**config.mk**
```make
export PLATFORM = sky130hd
export DESIGN_NAME = key_debounce_pulse
export DESIGN_NICKNAME = d
export VERILOG_FILES = /design/src/rtl/key_debounce_pulse.sv
export SDC_FILE = /design/constraint.sdc
export NUM_CORES = 1
export LEC_CHECK = 0
export ABC_CLOCK_PERIOD_IN_PS = 2840
export CAP_MARGIN = 0
export CORE_AREA = 2 2 54 106
export CTS_CLUSTER_SIZE = 28
export DETAILED_ROUTE_END_ITERATION = 10
export DIE_AREA = 0 0 56 108
export GPL_TIMING_DRIVEN = 1
export PLACE_DENSITY = 0.84
export SLEW_MARGIN = 0
export SYNTH_ARGS = -nofsm -noshare
export SYNTH_HDL_FRONTEND = slang
export SYNTH_SLANG_ARGS = --single-unit
```
**constraint.sdc**
```tcl
create_clock -name sys_clk -period 2.84 [get_ports sys_clk]
set_clock_uncertainty 0.2 [all_clocks]
set_input_delay 0.71 -clock sys_clk [delete_from_list [all_inputs] [get_ports sys_clk]]
set_output_delay 0.71 -clock sys_clk [all_outputs]
set_load 0.005 [all_outputs]
```
**src/rtl/key_debounce_pulse.sv**
```systemverilog
// key_debounce_pulse
//   Debounces three raw key inputs {E,F,G} and reports accepted transitions.
//   Each key is synchronized by two flops and then filtered by its own
//   counter. A changed level has to persist for DEBOUNCE_CYCLES consecutive
//   edges before it is accepted.
//
// Ports
//   sys_clk      system clock; all state changes on its rising edge
//   sys_rst      asynchronous, active-high reset
//   key_in       raw key levels, bit2=E, bit1=F, bit0=G (1 = pressed)
//   key_level    debounced stable levels, same bit order as key_in
//   key_press    one-cycle pulse per key on an accepted 0->1 transition
//   key_release  one-cycle pulse per key on an accepted 1->0 transition
//   key_valid    high while any key_press bit is high
//   key_code     key of the most recent key_valid: 1=E, 2=F, 3=G, 0=none yet
//   multi_press  high while key_valid is high and two or more keys pressed
module key_debounce_pulse #(
  parameter int DEBOUNCE_CYCLES = 4,
  parameter int CNT_W           = 16
) (
  input  logic       sys_clk,
  input  logic       sys_rst,
  input  logic [2:0] key_in,
  output logic [2:0] key_level,
  output logic [2:0] key_press,
  output logic [2:0] key_release,
  output logic       key_valid,
  output logic [1:0] key_code,
  output logic       multi_press
);

  localparam logic [CNT_W-1:0] CNT_MAX = CNT_W'(DEBOUNCE_CYCLES - 1);

  logic [2:0]       sync1;
  logic [2:0]       sync2;
  logic [CNT_W-1:0] cnt [3];
  logic [2:0]       toggle;
  logic [2:0]       next_press;

  // A key toggles on the edge where its mismatch has already been counted
  // DEBOUNCE_CYCLES-1 times; this same condition clears the counter, so the
  // counter cannot exceed CNT_MAX or wrap.
  always_comb begin
    toggle = '0;
    for (int i = 0; i < 3; i++) begin
      toggle[i] = (sync2[i] != key_level[i]) && (cnt[i] == CNT_MAX);
    end
    next_press = toggle & ~key_level;
  end

  always_ff @(posedge sys_clk or posedge sys_rst) begin
    if (sys_rst) begin
      sync1 <= '0;
      sync2 <= '0;
    end else begin
      sync1 <= key_in;
      sync2 <= sync1;
    end
  end

  always_ff @(posedge sys_clk or posedge sys_rst) begin
    if (sys_rst) begin
      for (int i = 0; i < 3; i++) begin
        cnt[i] <= '0;
      end
    end else begin
      for (int i = 0; i < 3; i++) begin
        if ((sync2[i] == key_level[i]) || toggle[i]) begin
          cnt[i] <= '0;
        end else begin
          cnt[i] <= cnt[i] + CNT_W'(1);
        end
      end
    end
  end

  always_ff @(posedge sys_clk or posedge sys_rst) begin
    if (sys_rst) begin
      key_level   <= '0;
      key_press   <= '0;
      key_release <= '0;
    end else begin
      key_level   <= key_level ^ toggle;
      key_press   <= next_press;
      key_release <= toggle & key_level;
    end
  end

  // key_code is registered from the next-cycle press vector so the new code
  // is visible in the same cycle as key_valid.
  always_ff @(posedge sys_clk or posedge sys_rst) begin
    if (sys_rst) begin
      key_code <= 2'd0;
    end else if (next_press[2]) begin
      key_code <= 2'd1;
    end else if (next_press[1]) begin
      key_code <= 2'd2;
    end else if (next_press[0]) begin
      key_code <= 2'd3;
    end
  end

  assign key_valid   = |key_press;
  assign multi_press = (key_press[2] & key_press[1]) |
                       (key_press[2] & key_press[0]) |
                       (key_press[1] & key_press[0]);

endmodule

```
==> results of run 1 <==
flip-flops by register name, indices dropped and copies added, names as in the netlist, named ones only:
signal       cells
sync2            3
key_release      3
key_press        3
key_code         2
sync1            3
cnt             48
kinds of logic after synthesis:
logic type / share of synthesized area [%]
AOI/OAI and AO/OA: 1.611
adders and majority gates: 1.611
buffers and inverters: 2.374
xor gates and xnor gates: 12.76
DFF: 55.11
muxes: 0.7630
and+or+nand+nor: 25.77
worst paths after layout:
check                      slack, ps          end
hold reg to reg                  150     sync2[1]
min in group asynchronous        450       cnt[7]
setup reg to reg                 720      cnt[31]
hold / removal                   150     sync2[1]
max in group asynchronous       1410      cnt[27]
setup / recovery                 370  multi_press
worst register-to-register path: stages (launching register included):
cell     delay, ps
dfrtp_1        380
ha_1           240
nor4b_1        250
nand4_1        300
nand2_1        510
nor2_1         110
placed cells by master, fill, tap and decap left out, drive strengths merged, types with 5 or more instances in the layout:
master         instances
xor2                  11
clkdlybuf4s50         17
clkbuf                11
dfrtp                 65
nor3                  16
or3                    5
nand4                 14
xnor2                 32
nand3                  9
nor2                  50
nand2                 20
inv                   10
nor4                  16
where the power goes:
group / leakage (nW) / internal (mW) / switching, mW
sequential: 0.876 / 1.02 / 0.0898
clock: 0.0995 / 0.493 / 0.344
combinational: 0.437 / 0.187 / 0.240
final cells by class:
type                    instances  area (µm²)
repair buffers                 19       197.7
clock buffers                  11       131.4
flip-flops and latches         65        1627
multi-input cells             202        1255
well taps                      58       72.57
clock inverters                 5       80.08
inverters                      10       37.54
fillers                       394        1784
metrics by stage:
step                      instances  total power, mW  worst slack (ps)
after global routing            370            2.495             325.5
after floorplan                 283            1.378             303.5
after CTS                       370            2.398             346.0
after detailed placement        354            1.554             727.6
after global placement          354            1.532             753.1
final                           370            2.371             374.3
metal layers:
layer	part of all wire, %	GRT usage [%]	vias to the layer above
li1	-	-	1018
met1	38	23.34	1003
met2	56	37.06	48
met3	3.2	5.502	12
met4	3.1	11.05	0
met5	0	0	-
==> results.json, run 1 <==
{
  "outcome": "finished clean",
  "hold_ws_ps": 149.3,
  "synth_flop_cell": "dfrtp_1",
  "ys_seq_area_share_pct": 55.11,
  "first_iter_violations": 46,
  "grt_pass1_vias": 2111,
  "clkSinkCount": 65,
  "leakage_nw": 1.413,
  "slew_headroom_pct": 64.61,
  "worstSetupPathDepth": 2,
  "num-nets-final": 315,
  "max_freq_ghz": 0.4056,
  "routed_via_density": 5.624,
  "ir_worst_vdd_mv": 0.7065,
  "avgSynthCellArea_um2": 10.43,
  "cts_buffers": 9,
  "syn_inst": 283,
  "drv_slew": 0,
  "r2r_cells": 5,
  "dr.pass1.iters": 4,
  "area_delta_synth_final_pct": 15.22,
  "yosysTopAreaCell": "dfrtp_1",
  "postRouteAntennaNets": 0,
  "gp_congestion": 0.7559,
  "core_region_area_um2": 5185,
  "grt_usage_pct": 21.21,
  "cp_top_family": "buffers and inverters",
  "fin_crit_ps": 2466,
  "grt_overflow_total": 0,
  "synth-edff-count": 0,
  "grt_setup_unrepaired": "false",
  "place_area_um2": 3189,
  "htree_levels": 3,
  "crit_start": "key_press[2]",
  "wl_um": 5704,
  "antenna_found_initial": 0,
  "critPathMaxStageDelay_ps": 470,
  "syn-cell-area_um2": 2952,
  "cts_hold_buf": 0,
  "io_pins": 18,
  "critPathBufInv": 1,
  "timing.setup.tns_ps": 0,
  "diodes": 0,
  "ys_ff_latch": 65,
  "synth.most_common_cell": "dfrtp_1",
  "insertion_delay_ps": 340,
  "setup_viol": 0,
  "yosysUniqueCellTypes": 30,
  "cts_max_path_buffers": 2,
  "start_util_pct": 56.93,
  "cp-end-kind": "output port",
  "grt_max_degree": 35,
  "yosys_warnings": 0,
  "avgRoutedWirePerCell_um": 15.42,
  "design_area_um2": 3401,
  "io_buffers": 17,
  "cap_violations": 0,
  "crit_type": "reg2out",
  "die-width_um": 56,
  "critPathMaxFanout": 3,
  "crit_chain": "maj3_1 > clkdlybuf4s50_1",
  "die_h_um": 108,
  "worstHoldStart": "sync1[1]",
  "row_count": 37,
  "dp_hpwl_um": 4003,
  "hold_viol": 0,
  "crit_path_start_kind": "flop",
  "synth_area_leaders": "dfrtp_1, xnor2_1, nor2_1",
  "worst_slew_pin_slew_ps": 529.5,
  "arrival_ps": 1560,
  "hp-class": "reg2reg",
  "post-route-period-util_pct": 86.82,
  "cts_tree": "built",
  "p_per_area_nw_per_um2": 697.3,
  "required_ps": 1930,
  "syn_nets": 291,
  "critPathSlowestCell": "clkdlybuf4s50_1",
  "post-cts-setup-buffers": 0,
  "final_core_util_pct": 65.59,
  "ctsResizeCount": 0,
  "vias": 2081,
  "worstReg2RegStart": "cnt[16]",
  "grt_pass1_wl_um": 9673,
  "cts_root_buf": "clkbuf_8",
  "drive_gt1_share_pct": 8.333,
  "post-route-drc-count": 0,
  "postSynth.asyncResetShare_pct": 100.0,
  "synth_commonest_cells": "dfrtp_1, nor2_1, xnor2_1",
  "die_area_um2": 6048,
  "yosys.area.top_type_share_pct": 55.11,
  "hold_depth": 0,
  "clk_pin_slew_ps": 70
}
(Power assumes the default switching activity.)
==> run 2: changes to the inputs <==
==> constraint.sdc (replaced) <==
create_clock -name sys_clk -period 2.84 [get_ports sys_clk]
set_clock_uncertainty 0.2 [all_clocks]
set_input_delay 0.71 -clock sys_clk [delete_from_list [all_inputs] [get_ports sys_clk]]
set_output_delay 0.71 -clock sys_clk [all_outputs]
set_load 0.02 [all_outputs]
==> results.json, run 2 (synthesized netlist as in run 1, its figures left out) <==
{
  "outcome": "finished clean",
  "grt_pass1_vias": 2311,
  "worstHoldStart": "sync1[0]",
  "first_iter_violations": 38,
  "timing.setup.tns_ps": 0,
  "post-route-drc-count": 0,
  "critPathBufInv": 1,
  "insertion_delay_ps": 340,
  "grt_overflow_total": 0,
  "avgRoutedWirePerCell_um": 16.00,
  "grt_setup_unrepaired": "false",
  "dr.pass1.iters": 4,
  "wl_um": 5903,
  "grt_pass1_wl_um": 10250,
  "crit_path_start_kind": "flop",
  "slew_headroom_pct": 64.43,
  "stdcell_count": 369,
  "post-route-period-util_pct": 90.65,
  "r2r_cells": 5,
  "ir_worst_vdd_mv": 0.7008,
  "final_cell_mix": "dfrtp_1, nor2_1, xnor2_1",
  "area_delta_synth_final_pct": 16.24,
  "cts_hold_buf": 0,
  "worst_slew_pin_slew_ps": 532.3,
  "hold_viol": 0,
  "leakage_nw": 1.434,
  "cts_root_buf": "clkbuf_8",
  "place_inst": 353,
  "antenna_found_initial": 0,
  "final_core_util_pct": 66.17,
  "crit_type": "reg2out",
  "largest_reg_flops": 48,
  "io_buffers": 17,
  "critPathSlowestCell": "clkdlybuf4s50_1",
  "worstReg2RegStart": "cnt[32]",
  "cp_top_family": "buffers and inverters",
  "dp_hpwl_um": 4038,
  "pre_cts_ws_ps": 622.3,
  "critPathMaxFanout": 3,
  "die_area_um2": 6048,
  "setup_viol": 0,
  "ctsResizeCount": 0,
  "crit_start": "key_press[1]",
  "row_count": 37,
  "grt_usage_pct": 21.96,
  "r2r_end": "cnt[44]",
  "fin_crit_ps": 2574,
  "max_freq_ghz": 0.3884,
  "final_common_cell": "dfrtp_1",
  "routed_via_density": 5.753,
  "fin_ws_ps": 265.6,
  "core_region_area_um2": 5185,
  "cts_max_path_buffers": 2,
  "critPathMaxStageDelay_ps": 560,
  "top_register": "cnt",
  "htree_levels": 3,
  "start_util_pct": 56.93,
  "hp-class": "reg2reg",
  "cp-end-kind": "output port",
  "p_per_area_nw_per_um2": 747.4,
  "required_ps": 1930,
  "die_h_um": 108,
  "diodes": 0,
  "r2r_slack_ps": 680,
  "cap_violations": 0,
  "vias": 2123,
  "design_area_um2": 3431,
  "worstSetupPathDepth": 2,
  "gp_congestion": 0.7919,
  "arrival_ps": 1660,
  "place_area_um2": 3182,
  "io_pins": 18,
  "num-nets-final": 314,
  "crit_end": "multi_press",
  "post-cts-setup-buffers": 0,
  "cts_tree": "built",
  "postRouteAntennaNets": 0,
  "crit_chain": "maj3_1 > clkdlybuf4s50_1",
  "clkSinkCount": 65,
  "die-width_um": 56,
  "drive_gt1_share_pct": 8.682,
  "drv_slew": 0,
  "grt_max_degree": 66,
  "cts_buffers": 9,
  "clk_pin_slew_ps": 80
}
-- run 2: layout make-up --
| type | instances | area (µm²) |
|---|---|---|
| tap | 58 | 72.57 |
| timing repair buffer | 18 | 190.2 |
| clock inverter | 7 | 125.1 |
| inverter | 10 | 37.54 |
| fill | 391 | 1754 |
| clock buffer | 9 | 123.9 |
| sequential | 65 | 1627 |
| multi-input combinational | 202 | 1255 |
-- run 2: per-layer routing --
layer / GRT usage, % / routed length (µm) / vias up / part of all wire, %
li1: - / - / 1016 / -
met1: 21.51 / 2158 / 1049 / 37
met2: 43.11 / 3512 / 44 / 59
met3: 4.306 / 127 / 14 / 2.2
met4: 9.354 / 104 / 0 / 1.8
met5: 0 / 0 / - / 0
-- run 2: metrics by stage --
step                power, mW  hold slack, ps
floorplan               1.428           131.2
global placement        1.583           134.8
detailed placement      1.611           138.5
CTS                     2.592           156.5
global route            2.682           168.0
finish                  2.564           153.9
-- run 2: where the power goes --
part	internal, mW	total [mW]	switching, mW
Sequential	1.02	1.11	0.0948
Clock	0.594	0.968	0.375
Combinational	0.186	0.484	0.297
-- run 2: how the worst min path moves through the flow --
stage	endpoint	slack, ps	cells after the start
floorplan	sync2[0]	130	0
global placement	sync2[1]	130	0
detailed placement	sync2[0]	140	0
CTS	sync2[0]	160	0
global route	sync2[0]	170	0
finish	sync2[0]	150	0
==> run 3: changes to the inputs <==
--- a/config.mk
+++ b/config.mk
@@ -12,7 +12,7 @@
 export DETAILED_ROUTE_END_ITERATION = 10
 export DIE_AREA = 0 0 56 108
 export GPL_TIMING_DRIVEN = 1
-export PLACE_DENSITY = 0.84
+export PLACE_DENSITY = 0.76
 export SLEW_MARGIN = 0
 export SYNTH_ARGS = -nofsm -noshare
 export SYNTH_HDL_FRONTEND = slang
==> results.json, run 3 (synthesized netlist as in run 1, its figures left out) <==
{
  "io_pins": 18,
  "max_freq_ghz": 0.3920,
  "ctsResizeCount": 0,
  "num-nets-final": 314,
  "top_layer": "met4",
  "slew_headroom_pct": 64.68,
  "grt_overflow_total": 0,
  "diodes": 0,
  "die-width_um": 56,
  "worstReg2RegStart": "cnt[41]",
  "insertion_delay_ps": 340,
  "post-route-drc-count": 0,
  "required_ps": 1930,
  "timing.setup.tns_ps": 0,
  "met2_length_um": 2931,
  "total_power_mw": 2.372,
  "crit_chain": "or3_1 > clkdlybuf4s50_1",
  "crit_end": "key_valid",
  "seqPwrFrac_pct": 46.7,
  "dr.pass1.iters": 4,
  "comb_power_share_pct": 19.8,
  "clkSinkCount": 65,
  "hold_viol": 0,
  "final_common_cell": "dfrtp_1",
  "avgRoutedWirePerCell_um": 14.75,
  "gp_congestion": 0.7851,
  "die_area_um2": 6048,
  "wl_met3_um": 177,
  "cts_buffers": 9,
  "row_count": 37,
  "r2r_cells": 4,
  "grt_max_degree": 66,
  "crit_start": "key_press[1]",
  "die_h_um": 108,
  "post-cts-setup-buffers": 0,
  "grt_setup_unrepaired": "false",
  "cts_tree": "built",
  "net-switching-power_mw": 0.7164,
  "dp_hpwl_um": 3775,
  "grt_pass1_vias": 2119,
  "antenna_found_initial": 0,
  "drv_slew": 0,
  "final_cell_mix": "dfrtp_1, nor2_1, xnor2_1",
  "crit_path_start_kind": "flop",
  "cp_top_family": "buffers and inverters",
  "hp-class": "reg2reg",
  "htree_levels": 3,
  "leakage_nw": 1.412,
  "clk_pin_slew_ps": 70,
  "vias": 2088,
  "cap_violations": 0,
  "crit_type": "reg2out",
  "area_delta_synth_final_pct": 14.79,
  "place_area_um2": 3182,
  "drt-met1-wl_um": 2203,
  "outcome": "finished clean",
  "p_sw_share_pct": 30.20,
  "cts_max_path_buffers": 2,
  "r2r_slack_ps": 710,
  "core_region_area_um2": 5185,
  "io_buffers": 17,
  "grt_pass1_wl_um": 9618,
  "critPathMaxFanout": 3,
  "design_area_um2": 3388,
  "arrival_ps": 1640,
  "r2r_end": "cnt[40]",
  "start_util_pct": 56.93,
  "internal-power_mw": 1.656,
  "largest_reg_flops": 48,
  "hold_ws_ps": 151.7,
  "grt_usage_pct": 20.81,
  "critPathSlowestCell": "clkdlybuf4s50_1",
  "wl_um": 5444,
  "cts_hold_buf": 0,
  "ir_worst_vdd_mv": 0.5705,
  "worstSetupPathDepth": 2,
  "drive_gt1_share_pct": 8.360,
  "critPathBufInv": 1,
  "critPathMaxStageDelay_ps": 540,
  "post-route-period-util_pct": 89.82,
  "postRouteAntennaNets": 0,
  "final_core_util_pct": 65.35,
  "power_frac_clock_pct": 33.5,
  "worst_slew_pin_slew_ps": 528.5,
  "cts_root_buf": "clkbuf_8",
  "top_register": "cnt",
  "fin_crit_ps": 2551,
  "setup_viol": 0,
  "routed_via_density": 5.659,
  "p_per_area_nw_per_um2": 700.1,
  "cp-end-kind": "output port",
  "first_iter_violations": 64
}
## run 3: changes by cell type in the layout (fill, tap and decap cells not counted), sizes merged
cell	before	now
bufinv	3	1
inv	13	10
clkinvlp	0	1
clkinv	1	2
clkbuf	9	12
## run 3: metal layers
| metal | GRT usage [%] | up-vias |
|---|---|---|
| met2 | 35.04 | 33 |
| met5 | 0 | - |
| met4 | 11.90 | 0 |
| met3 | 5.502 | 12 |
| met1 | 23.59 | 1031 |
| li1 | - | 1012 |
## run 3: worst min-delay path by stage
stage                  start  slack [ps]  endpoint  cells past startpoint
CTS                 sync1[2]         160  sync2[2]                      0
global route        sync1[0]         160  sync2[0]                      0
detailed placement  sync1[2]         140  sync2[2]                      0
floorplan           sync1[0]         130  sync2[0]                      0
global placement    sync1[2]         140  sync2[2]                      0
finish              sync1[2]         150  sync2[2]                      0
## run 3: cell type report
class	count	area, µm²
fill	422	1797
sequential	65	1627
multi-input combinational	202	1255
timing repair buffer	18	190.2
clock buffer	12	155.1
tap	58	72.57
clock inverter	4	51.30
inverter	10	37.54
## run 3: metrics by stage
step,cells,setup slack [ps]
final,369,289.2
after detailed placement,353,646.3
after global placement,353,668.3
after global routing,369,233.2
after floorplan,283,303.5
after CTS,369,263.3
## run 3: power by group through the flow
stage	Sequential, mW	Combinational, mW	Clock, mW
after floorplan	1.15	0.276	0
after global placement	1.12	0.464	0
after detailed placement	1.12	0.476	0
after CTS	1.11	0.478	0.815
after global routing	1.12	0.516	0.856
final	1.11	0.469	0.795
